File: src/rtl/usb_tx_arb.sv
// usb_tx_arb: round-robin arbiter of two byte sources onto the MUACM tx stream, with idle flush
// Ports: clk/rst; s0_*/s1_* source byte streams (val/rdy); m_data/m_val/m_rdy toward MUACM;
// m_flush one-cycle flush request; grant current owner (00 none, 01 src0, 10 src1).
module usb_tx_arb #(
  parameter int MAX_BURST  = 64,
  parameter int FLUSH_IDLE = 1024
) (
  input  logic       clk,
  input  logic       rst,
  input  logic [7:0] s0_data,
  input  logic       s0_val,
  output logic       s0_rdy,
  input  logic [7:0] s1_data,
  input  logic       s1_val,
  output logic       s1_rdy,
  output logic [7:0] m_data,
  output logic       m_val,
  input  logic       m_rdy,
  output logic       m_flush,
  output logic [1:0] grant
);
  localparam int IW = $clog2(FLUSH_IDLE + 1);
  typedef enum logic [1:0] {IDLE = 2'b00, G0 = 2'b01, G1 = 2'b10} state_t;
  state_t        r_state;
  logic [7:0]    r_burst;
  logic [IW-1:0] r_idle;
  logic          r_pending;
  logic          r_last;
  logic          w_free;
  logic          w_room;
  logic          w_acc0;
  logic          w_acc1;
  logic          w_acc;
  logic          w_xfer;
  logic          w_own_val;
  logic          w_rel;
  logic          w_flush;
  assign w_free    = !m_val || m_rdy;
  assign w_room    = r_burst < 8'(MAX_BURST);
  assign s0_rdy    = r_state == G0 && w_free && w_room;
  assign s1_rdy    = r_state == G1 && w_free && w_room;
  assign w_acc0    = s0_val && s0_rdy;
  assign w_acc1    = s1_val && s1_rdy;
  assign w_acc     = w_acc0 || w_acc1;
  assign w_xfer    = m_val && m_rdy;
  assign w_own_val = r_state == G0 ? s0_val : s1_val;
  // A source that drops val only loses the grant once the output stage could take a byte.
  assign w_rel     = (w_acc && r_burst == 8'(MAX_BURST - 1)) || (!w_own_val && w_free);
  assign w_flush   = r_pending && !m_val && r_idle == IW'(FLUSH_IDLE - 1);
  assign grant     = r_state;
  always_ff @(posedge clk) begin
    if (rst) begin
      r_state   <= IDLE;
      r_burst   <= '0;
      r_idle    <= '0;
      r_pending <= 1'b0;
      r_last    <= 1'b1;
      m_val     <= 1'b0;
      m_data    <= '0;
      m_flush   <= 1'b0;
    end else begin
      m_flush   <= w_flush;
      r_pending <= w_xfer || (r_pending && !w_flush);
      r_idle    <= (w_xfer || w_acc || w_flush) ? '0 :
                   r_idle == IW'(FLUSH_IDLE) ? r_idle : r_idle + 1'b1;
      if (w_acc) begin
        m_val   <= 1'b1;
        m_data  <= w_acc0 ? s0_data : s1_data;
        r_burst <= r_burst + 8'd1;
      end else if (w_xfer) begin
        m_val <= 1'b0;
      end
      case (r_state)
        IDLE: if (s0_val || s1_val) begin
          r_state <= (s0_val && (!s1_val || r_last)) ? G0 : G1;
          r_burst <= '0;
        end
        default: if (w_rel) begin
          r_state <= IDLE;
          r_last  <= r_state == G1;
        end
      endcase
    end
  end
endmodule

File: config.mk
export PLATFORM = sky130hd
export DESIGN_NAME = usb_tx_arb
export DESIGN_NICKNAME = d
export VERILOG_FILES = /design/src/rtl/usb_tx_arb.sv
export SDC_FILE = /design/constraint.sdc
export NUM_CORES = 1
export LEC_CHECK = 0
export ABC_AREA = 1
export CORE_MARGIN = 2
export CORE_UTILIZATION = 50
export DETAILED_ROUTE_END_ITERATION = 8
export PLACE_DENSITY = 0.86
export SLEW_MARGIN = 20
export SYNTH_ARGS = -nofsm -noshare
export SYNTH_HDL_FRONTEND = slang
export SYNTH_SLANG_ARGS = --single-unit
File: constraint.sdc
create_clock -name clk -period 1.8 [get_ports clk]
set_clock_uncertainty 0.05 [all_clocks]
set_input_delay 0.36 -clock clk [delete_from_list [all_inputs] [get_ports clk]]
set_output_delay 0.36 -clock clk [all_outputs]
set_load 0.05 [all_outputs]
* Word-level counts from Yosys, hierarchy flattened
Cells that the tools add are included.
Storage, ports and cells: memory bits (read-only) 0, bits in registers 33, memory bits (writable) 0, word-level logic and storage cells 60, output and inout port bits 14, bits in latches 0, bits of input ports 21, memories kept 0
Cells by class: eq/ne operators 6, shift-type cells 0, mux-type cells 11, reduce and logical (&&, ||, !) cells 31, $mul 0, add/subtract/negate cells 2, bitwise logic cells 1, divide/modulo/power cells 0, magnitude comparators 1
Operator list (number):
- 2-to-1 mux 8 bit | 4
- logical AND 1 bit | 13
- adder 11 x 1 -> 11 bit, second input constant | 1
- equality test 11 x 10 -> 1 bit, second input constant | 1
- equality test 11 bit, second input constant | 1
- adder 8 x 1 -> 8 bit, second input constant | 1
- equality test 8 x 6 -> 1 bit, second input constant | 1
- logical OR 1 bit | 8
- less-than comparator 8 x 7 -> 1 bit, second input constant | 1
- 2-to-1 mux 2 bit | 4
- logical NOT 1 bit | 4
- AND reduction 2 bit | 2
- nonzero test 2 bit | 2
- 2-to-1 mux 1 bit | 3
- equality test 2 x 1 -> 1 bit, second input constant | 1
- equality test 2 bit, second input constant | 1
- logical NOT 2 bit | 1
- inequality test 2 bit, second input constant | 1
- OR reduction 2 bit | 1
- NOT 1 bit | 1

* Depth between registers and ports, before layout
Gate-level depths: netlist (run 1).
depth in word-level cells 10, depth in mapped cells 11, depth with buffers taken out 11

* Worst setup path before layout (run 1)
No wires, ideal clock.
path kind flip-flop to output port, start point register r_state[1] (netlist: grant[1]), end point output port s1_rdy, buffers on the path 0, cell stages (with the launch flop) 3, setup slack -0.502 ns, data required time 1.390 ns, arrival 1.892 ns, cells stage by stage dfxtp_1 -> inv_2 -> nor3_1
Between the ends: word-level cells in the longest chain between the ends 3
Ends and longest elaborated chain:
- start, declared | line 24 | state_t r_state;
- start signal, assigned | line 75 | r_state <= (s0_val && (!s1_val || r_last)) ? G0 : G1;
- equality test 2 bit | line 41 | assign s1_rdy = r_state == G1 && w_free && w_room;
- logical AND 1 bit (2 in a row) | line 41
- end, declared | line 15 | output logic s1_rdy,
Every way passes these cells.

* Final worst setup path (run 1)
start point register r_burst[7], end point output port s1_rdy
Between the ends: word-level cells in the longest chain between the ends 2
Ends and longest elaborated chain:
- start, declared | line 25 | logic [7:0] r_burst;
- start signal, assigned | line 69 | r_burst <= r_burst + 8'd1;
- less-than comparator 8 x 7 -> 1 bit | line 39 | assign w_room = r_burst < 8'(MAX_BURST);
- logical AND 1 bit | line 41
Every way passes these cells.

==> results of run 1 <==
-- routing by layer --
metal / vias up / share of wire
li1: 809 / -
met1: 740 / 0.43
met2: 36 / 0.51
met3: 4 / 0.044
met4: 0 / 0.014
met5: - / 0
-- synth_stat cells, types with 2 or more instances --
cell type / n
a21oi_1: 11
nand4_1: 7
o211a_1: 8
xnor2_1: 4
nand2_8: 2
nand3_1: 26
o21ai_0: 2
xor2_1: 9
buf_6: 3
dfxtp_1: 33
ha_1: 3
nand2_1: 33
nor3_2: 2
inv_1: 24
or2_2: 2
nor3_1: 4
nor2_1: 26
nand2_2: 2
-- area by class of cell --
class	count	area (um2)
fillers	261	1023
multi-input cells	150	907.1
flip-flops and latches	33	661.9
repair buffers	49	466.7
inverters	28	112.6
well taps	46	57.56
clock buffers	7	55.05
-- how the worst max path moves through the flow --
stage | from | end
floorplan | grant[1]$_SDFFE_PP0P_ | s1_rdy
global placement | m_rdy | s1_rdy
detailed placement | m_rdy | r_last$_SDFFE_PP1P_
CTS | grant[0]$_SDFFE_PP0P_ | s0_rdy
global route | r_idle[0]$_SDFFE_PP0P_ | r_pending$_SDFF_PP0_
finish | r_burst[7]$_SDFF_PP0_ | s1_rdy
-- logic make-up after synthesis --
family	Yosys count	synth area share
fa+ha+maj	3	0.02214
buf+inv	32	0.09078
compound gates	23	0.09447
flops	33	0.3897
xor+xnor	13	0.06716
simple gates	111	0.3358
-- what timing repair did --
item	in CTS	in global routing
pin swaps	1	0
resized for setup	3	3
hold endpoints to repair	0	0
setup endpoints to repair	2	3
buffers inserted	2	0
-- sequential cells by signal, summed over array words and instances (netlist names) --
register and cells:
r_burst 8, grant 2, r_idle 11, m_flush 1, r_pending 1, r_last 1, m_val 1, m_data 8
-- worst max-delay path: stages (launching register included) --
cell,delay (ns)
dfxtp_1,0.34
nor2_4,0.16
nand2_4,0.08
nor3_4,0.21
buf_12,0.16
-- per-stage QoR --
| step | hold slack, ns | std cells | total power (uW) | worst slack (ns) | setup TNS [ns] |
|---|---|---|---|---|---|
| 2_1_floorplan | 0.3701 | 215 | 1138 | -0.07351 | -0.07351 |
| 3_3_place_gp | 0.3809 | 304 | 1309 | -0.02086 | -0.1581 |
| 3_5_place_dp | 0.3831 | 304 | 1322 | -0.09736 | -0.8947 |
| 4_1_cts | 0.3969 | 313 | 1739 | 0.0002734 | 0 |
| 5_1_grt | 0.4483 | 313 | 1815 | 0.02112 | 0 |
| 6_report | 0.4213 | 313 | 1734 | 0.1005 | 0 |
-- power breakdown --
group          internal (uW)  switching [uW]  total (uW)  leakage [uW]
clock network            184             234         418     0.0000314
registers                773            40.7         814      0.000269
logic                    212             289         502      0.000700
==> flow_summary_export.csv, run 1 <==
group,metric,value,unit
floorplanning,dieArea,3873,um2
synth,ys.flop_type,"dfxtp_1",
sta,tightest_slew,0.2981,ns
global_route,grtUsageMet3,0.07065,
placement,port_buffers,34,
routing,dr.pass1.iters,4,
routing,drt_iter0_markers,89,
global_route,grtUsageTotal,0.2234,
critical_path,reg2reg_from,"r_idle[0]$_SDFFE_PP0P_",
critical_path,cp_max_fo,3,
cts,clk_pin_slew_worst_paths,0.09,ns
synth,yosys.area.top_type,"dfxtp_1",
critical_path,cp_data_arrival_time,1.29,ns
power_and_ir_drop,irDropWorstVdd,0.0004177,V
synth,netlist_area,1695,um2
worst_hold_path,hold_end,"r_burst[7]$_SDFF_PP0_",
synth,syn_nets,239,
layout,fin_util,0.6884,
sta,setup_viol,0,
synth,synthArstFlopShare,0,
sta,grt_setup_unrepaired,"no",
global_route,use_met2,0.3791,
layout,antennaDiodeCount,0,
layout,area_delta_synth_final,33.36,%
synth,netlist.area_leader.share,0.3897,
layout,drive_above_1_share,0.2022,
placement,placedInstanceArea,2172,um2
sta,slew_headroom,0.8004,
floorplanning,die_w,62.23,um
global_route,grt_max_degree,12,
routing,num_vias,1589,
floorplanning,fp.coreArea,3284,um2
critical_path,r2r_setup_slack,0.20,ns
layout,final_cell_mix,"nand2_1 (33), dfxtp_1 (32), nand3_1 (26)",
synth,synth_seq_cells,33,
cts,cts-hold-fix-buffers,0,
power_and_ir_drop,powerDensity,766.9,nW/um2
cts,cts_max_path_buffers,2,
power_and_ir_drop,p_leak,0.001000,uW
run,drv_cap,0,
synth,synth_warnings,0,
routing,routed_via_density,5.077,
synth,synth_edf_count,0,
worst_hold_path,hold_depth,2,
sta,fin_crit_sh,0.9442,
cts,numClockSinks,33,
sta,finalCriticalPeriod,1.700,ns
worst_hold_path,min_from,"r_burst[7]$_SDFF_PP0_",
synth,synth_cells,215,
layout,final_nets,291,
cts,root_buffer,"clkbuf_4",
critical_path,start_kind,"flop",
floorplanning,initial_core_util,0.5162,
cts,cts_tree,"yes",
critical_path,end_kind,"output port",
routing,drc,0,
placement,gp_congestion,0.8146,
global_route,grt_pass1_vias,1580,
global_route,antenna_found_initial,0,
global_route,grt-ovfl-total,0,
cts,htreeDepth,2,
routing,drt_wl_total,3945,um
critical_path,path_class,"flop to output port",
synth,synthTopCellsByArea,"dfxtp_1 (39%), nand3_1 (7.7%), nand2_1 (7.3%)",
global_route,gr-usage-met1,0.2671,
placement,hpwl,2992,um
worst_hold_path,hold_class,"flop to flop",
routing,ant_nets,0,
critical_path,rr_worst_depth,9,
sta,finalHoldViolCount,0,
layout,design_area,2261,um2
floorplanning,ios,35,
floorplanning,dieHeight,62.23,um
cts,clk_latency,0.34,ns
run_status,status,"complete, no violations",
routing,wl_per_cell,12.60,um
critical_path,crit_required,1.39,ns
synth,avgSynthCellArea,7.885,um2
sta,maxClockFrequency,588.4,MHz
floorplanning,rows,21,
synth,ys_seq_area_frac,0.3897,
critical_path,timing.rr.end,"r_idle[2]$_SDFFE_PP0P_",
layout,final_common_cell,"nand2_1",
sta,slew_viol_final,0,
cts,numCtsBuffers,5,
global_route,grt.busiest_layer,"met2",
global_route,grt_pass1_wl,6872,um
synth,ys_types,32,
(Power assumes the default switching activity.)
==> inputs of run 2 (changes only) <==
--- a/config.mk
+++ b/config.mk
@@ -6,10 +6,13 @@
 export NUM_CORES = 1
 export LEC_CHECK = 0
 export ABC_AREA = 1
+export CELL_PAD_IN_SITES_DETAIL_PLACEMENT = 0
+export CELL_PAD_IN_SITES_GLOBAL_PLACEMENT = 1
 export CORE_MARGIN = 2
-export CORE_UTILIZATION = 50
+export CORE_UTILIZATION = 37
 export DETAILED_ROUTE_END_ITERATION = 8
-export PLACE_DENSITY = 0.86
+export MAX_ROUTING_LAYER = met4
+export PLACE_DENSITY = 0.87
 export SLEW_MARGIN = 20
 export SYNTH_ARGS = -nofsm -noshare
 export SYNTH_HDL_FRONTEND = slang
==> flow_summary_export.csv, run 2 (synthesized netlist as in run 1, its figures left out) <==
group,metric,value,unit
global_route,grt_pass1_vias,1473,
routing,ant_nets,0,
power_and_ir_drop,powerDensity,863.5,nW/um2
routing,wl_met1,1782,um
routing,wl_per_cell,11.38,um
routing,drc,0,
global_route,grt_pass1_wl,6444,um
sta,maxClockFrequency,609.6,MHz
critical_path,timing.rr.end,"r_idle[10]$_SDFFE_PP0P_",
floorplanning,initial_core_util,0.3867,
routing,num_vias,1536,
global_route,grt-ovfl-total,0,
power_and_ir_drop,irDropWorstVdd,0.0004972,V
placement,dp_slack,-0.08062,ns
placement,dp_cells,311,
critical_path,end_kind,"output port",
layout,fin_util,0.5380,
routing,drt_iter0_markers,65,
floorplanning,ios,35,
placement,port_buffers,34,
sta,tightest_slew,0.2699,ns
layout,final_cell_mix,"nand2_1 (33), dfxtp_1 (30), nand3_1 (26), buf_4 (26)",
layout,area_delta_synth_final,39.11,%
layout,antennaDiodeCount,0,
layout,largest_register_ffs,11,
routing,routed_via_density,4.770,
sta,slew_viol_final,0,
sta,grt_setup_unrepaired,"no",
placement,gp_congestion,0.8229,
layout,final_nets,293,
cts,cts_tree,"yes",
cts,root_buffer,"clkbuf_8",
critical_path,rr_worst_depth,9,
floorplanning,rows,24,
critical_path,r2r_setup_slack,0.20,ns
critical_path,cp_data_arrival_time,1.23,ns
critical_path,cp_max_fo,3,
layout,fillers,419,
power_and_ir_drop,p_leak,0.001046,uW
floorplanning,die_w,71.69,um
worst_hold_path,hold_end,"r_burst[7]$_SDFF_PP0_",
sta,finalCriticalPeriod,1.640,ns
routing,drt_wl_total,3665,um
placement,hpwl,2775,um
layout,drive_above_1_share,0.2185,
critical_path,reg2reg_from,"m_val$_SDFFE_PP0P_",
worst_hold_path,min_from,"r_burst[7]$_SDFF_PP0_",
critical_path,max_stage_delay,0.32,ns
critical_path,cp_cell_sequence,"nor2_2 > nand2_4 > nor3_4 > buf_12",
cts,htreeDepth,2,
critical_path,start_kind,"flop",
global_route,grt_max_degree,13,
global_route,antenna_found_initial,0,
cts,numClockSinks,33,
cts,numCtsBuffers,5,
run_status,status,"complete, no violations",
cts,clk_pin_slew_worst_paths,0.06,ns
routing,wl_met3,145,um
floorplanning,dieHeight,71.69,um
cts,clk_latency,0.28,ns
global_route,grtUsageTotal,0.1649,
worst_hold_path,hold_depth,2,
floorplanning,fp.coreArea,4384,um2
power_and_ir_drop,total_power,2037,uW
sta,finalHoldViolCount,0,
sta,setup_ws,0.1596,ns
cts,cts-hold-fix-buffers,0,
layout,top_regs,"r_idle (11), m_data (8), r_burst (8)",
worst_hold_path,hold_class,"flop to flop",
critical_path,path_class,"flop to output port",
sta,setup_viol,0,
sta,tns,0,ns
run,drv_cap,0,
routing,top_layer,"met4",
layout,post_layout_nonfiller_instances,322,
layout,regMostFlops,"r_idle",
sta,fin_crit_sh,0.9114,
layout,final_common_cell,"nand2_1",
critical_path,crit_required,1.39,ns
critical_path,cpMaxStageDelayCell,"dfxtp_1",
sta,slew_headroom,0.8194,
cts,cts_max_path_buffers,2,
routing,met2WireLength,1648,um
floorplanning,dieArea,5139,um2
routing,dr.pass1.iters,4,
[run 2: cell count changes in the layout (fill, tap and decap cells not counted)]
cell / delta
dlygate4sd2_1: -1
dfxtp_2: +2
buf_4: +1
nor2_4: -1
dfxtp_1: -2
clkbuf_8: +5
clkbuf_4: -5
dlymetal6s2s_1: +1
buf_12: +1
nor2_2: +1
bufinv_16: +1
[run 2: worst max-delay path by stage]
stage	start	slack [ns]	end
after CTS	m_rdy	0.04	s1_rdy
final	r_burst[7]$_SDFF_PP0_	0.16	s1_rdy
after detailed placement	m_rdy	-0.08	r_last$_SDFFE_PP1P_
after global routing	m_val$_SDFFE_PP0P_	0.05	r_idle[5]$_SDFFE_PP0P_
after floorplan	grant[1]$_SDFFE_PP0P_	-0.07	s1_rdy
after global placement	m_rdy	-0.06	m_data[2]$_SDFFE_PP0P_
[run 2: per-layer routing]
metal,GRT usage,vias to the layer above
met5,-,-
met4,0.07966,0
met3,0.04782,7
met2,0.2366,27
met1,0.2122,691
li1,-,811
[run 2: worst max-delay path, delay by kind of cell (launching register included)]
family / cells / cell delay (ns)
buffers and inverters: 1 / 0.16
AND/OR/NAND/NOR: 3 / 0.47
flip-flops: 1 / 0.32
[run 2: repair_timing]
item                       4_1_cts  5_1_grt
setup endpoints to repair        1       13
pin swaps                        0        1
setup buffers                    1        2
gates resized for setup          2        5
[run 2: final cells by class]
| type | instances | area [um2] | area share |
|---|---|---|---|
| clock buffer | 7 | 86.33 | 0.03660 |
| clock inverter | 1 | 30.03 | 0.01273 |
| inverter | 28 | 112.6 | 0.04775 |
| multi-input combinational | 150 | 902.1 | 0.3825 |
| sequential | 33 | 664.4 | 0.2817 |
| tap | 52 | 65.06 | 0.02759 |
| timing repair buffer | 51 | 498.0 | 0.2111 |
[run 2: through the flow]
step,instance area (um2),hold slack [ns]
2_1_floorplan,1703,0.3701
3_3_place_gp,2200,0.3818
3_5_place_dp,2200,0.3837
4_1_cts,2335,0.3934
5_1_grt,2359,0.4104
6_report,2359,0.3884
[run 2: report_power, final]
group	total, uW	internal [uW]	switching, uW
registers	814	775	38.5
logic	510	226	285
clock network	712	451	261
total	2040	1450	585
==> inputs of run 3 (changes only) <==
--- a/config.mk
+++ b/config.mk
@@ -9,10 +9,11 @@
 export CELL_PAD_IN_SITES_DETAIL_PLACEMENT = 0
 export CELL_PAD_IN_SITES_GLOBAL_PLACEMENT = 1
 export CORE_MARGIN = 2
-export CORE_UTILIZATION = 37
+export CORE_UTILIZATION = 30
 export DETAILED_ROUTE_END_ITERATION = 8
 export MAX_ROUTING_LAYER = met4
-export PLACE_DENSITY = 0.87
+export PLACE_DENSITY = 0.74
+export SKIP_CTS_REPAIR_TIMING = 1
 export SLEW_MARGIN = 20
 export SYNTH_ARGS = -nofsm -noshare
 export SYNTH_HDL_FRONTEND = slang
==> flow_summary_export.csv, run 3 (synthesized netlist as in run 1, its figures left out) <==
group,metric,value,unit
run_status,status,"complete, no violations",
layout,fin_util,0.4236,
layout,top_regs,"r_idle (11), m_data (8), r_burst (8)",
worst_hold_path,hold_class,"flop to flop",
cts,numCtsBuffers,5,
floorplanning,dieArea,6269,um2
worst_hold_path,hold_end,"r_burst[7]$_SDFF_PP0_",
global_route,grt_pass1_wl,6596,um
critical_path,crit_start,"grant[0]$_SDFFE_PP0P_",
layout,final_nets,291,
critical_path,cpMaxStageDelayCell,"dfxtp_1",
critical_path,r2r_setup_slack,0.19,ns
floorplanning,dieHeight,79.18,um
floorplanning,rows,27,
critical_path,reg2reg_from,"r_idle[0]$_SDFFE_PP0P_",
floorplanning,die_w,79.18,um
sta,fin_crit_sh,0.9448,
sta,slew_viol_final,0,
sta,setup_ws,0.09938,ns
critical_path,timing.rr.end,"r_idle[10]$_SDFFE_PP0P_",
critical_path,rr_worst_depth,9,
layout,antennaDiodeCount,0,
critical_path,path_class,"flop to output port",
routing,wl_met1,1897,um
placement,gp_congestion,0.7793,
sta,setup_viol,0,
floorplanning,ios,35,
routing,met2WireLength,1804,um
power_and_ir_drop,irDropWorstVdd,0.0003304,V
placement,port_buffers,34,
global_route,antenna_found_initial,0,
critical_path,cp_data_arrival_time,1.29,ns
routing,drc,0,
layout,post_layout_nonfiller_instances,340,
routing,num_vias,1544,
layout,regMostFlops,"r_idle",
critical_path,worst-path-buf-inv,1,
routing,drt_iter0_markers,65,
layout,final_cell_mix,"nand2_1 (33), dfxtp_1 (33), nand3_1 (26)",
cts,clk_latency,0.28,ns
routing,dr.pass1.iters,4,
power_and_ir_drop,switchingPower,599.1,uW
power_and_ir_drop,combPwrFrac,0.271,
critical_path,end_kind,"output port",
routing,wl_per_cell,11.46,um
cts,cts_tree,"yes",
routing,top_layer,"met4",
critical_path,cp_max_fo,6,
floorplanning,initial_core_util,0.3098,
placement,placedInstanceArea,2212,um2
routing,ant_nets,0,
global_route,grt-ovfl-total,0,
worst_hold_path,hold_depth,2,
sta,finalHoldViolCount,0,
critical_path,cp_cell_sequence,"nand2_4 > nor2_2 > buf_12",
sta,finalCriticalPeriod,1.701,ns
sta,grt_setup_unrepaired,"no",
layout,design_area,2318,um2
cts,numClockSinks,33,
cts,htreeDepth,2,
placement,dp_slack,-0.06743,ns
routing,routed_via_density,4.541,
critical_path,start_kind,"flop",
cts,cts_max_path_buffers,2,
power_and_ir_drop,switching_share,0.3225,
power_and_ir_drop,powerDensity,801.2,nW/um2
layout,area_delta_synth_final,36.75,%
placement,dp_cells,331,
sta,maxClockFrequency,588.0,MHz
power_and_ir_drop,p_int,1258,uW
worst_hold_path,min_from,"r_burst[7]$_SDFF_PP0_",
layout,drive_above_1_share,0.2015,
floorplanning,fp.coreArea,5473,um2
critical_path,cp_top_family,"flip-flops",
global_route,grtUsageTotal,0.1385,
routing,wl_met3,130,um
global_route,grt_max_degree,11,
placement,hpwl,2941,um
sta,tightest_slew,0.3782,ns
layout,largest_register_ffs,11,
cts,root_buffer,"clkbuf_8",
global_route,grt_pass1_vias,1492,
run,drv_cap,0,
sta,slew_headroom,0.7475,
power_and_ir_drop,p_leak,0.001018,uW
power_and_ir_drop,p_clk_frac,0.291,
cts,clk_pin_slew_worst_paths,0.07,ns
power_and_ir_drop,power_frac_seq,0.437,
critical_path,max_stage_delay,0.55,ns
critical_path,crit_required,1.39,ns
routing,drt_wl_total,3897,um
[run 3: how the worst max path moves through the flow]
stage | slack (ns) | cells past startpoint | to
2_1_floorplan | -0.07 | 2 | s1_rdy
3_3_place_gp | -0.03 | 12 | r_last$_SDFFE_PP1P_
3_5_place_dp | -0.07 | 12 | r_last$_SDFFE_PP1P_
4_1_cts | -0.04 | 6 | s1_rdy
5_1_grt | 0.008 | 3 | s0_rdy
6_report | 0.1 | 3 | s0_rdy
[run 3: area by class of cell]
class                      count  area (um2)
fill                         580        3154
multi-input combinational    150       902.1
sequential                    33       660.6
timing repair buffer          49       470.5
inverter                      28       112.6
tap                           72       90.09
clock buffer                   6       72.57
clock inverter                 2       10.01
[run 3: metal layers]
metal	vias to the layer above	GRT usage
li1	811	-
met1	704	0.1740
met2	23	0.2110
met3	6	0.03409
met4	0	0.06207
met5	-	-
[run 3: worst register-to-register path, cell delays in order, from the launching register on]
cell	delay, ns
dfxtp_1	0.39
ha_1	0.20
nand3_1	0.11
nor2_1	0.11
nand2_1	0.10
nor2_2	0.14
nand4_1	0.09
nand2_1	0.10
buf_4	0.16
nor2_1	0.05
[run 3: per-stage QoR]
step / hold WS, ns / power, uW / setup TNS (ns)
after floorplan: 0.3701 / 1138 / -0.07351
after global placement: 0.3891 / 1327 / -0.1948
after detailed placement: 0.3890 / 1331 / -0.6017
after CTS: 0.4001 / 1880 / -0.03807
after global routing: 0.4277 / 1961 / 0
final: 0.3973 / 1858 / 0
[run 3: power by group through the flow]
stage | logic (uW) | registers [uW] | clock network [uW]
after floorplan | 225 | 913 | 0
after global placement | 500 | 827 | 0
final | 504 | 812 | 541
after global routing | 550 | 818 | 593
after detailed placement | 503 | 828 | 0
after CTS | 505 | 811 | 564
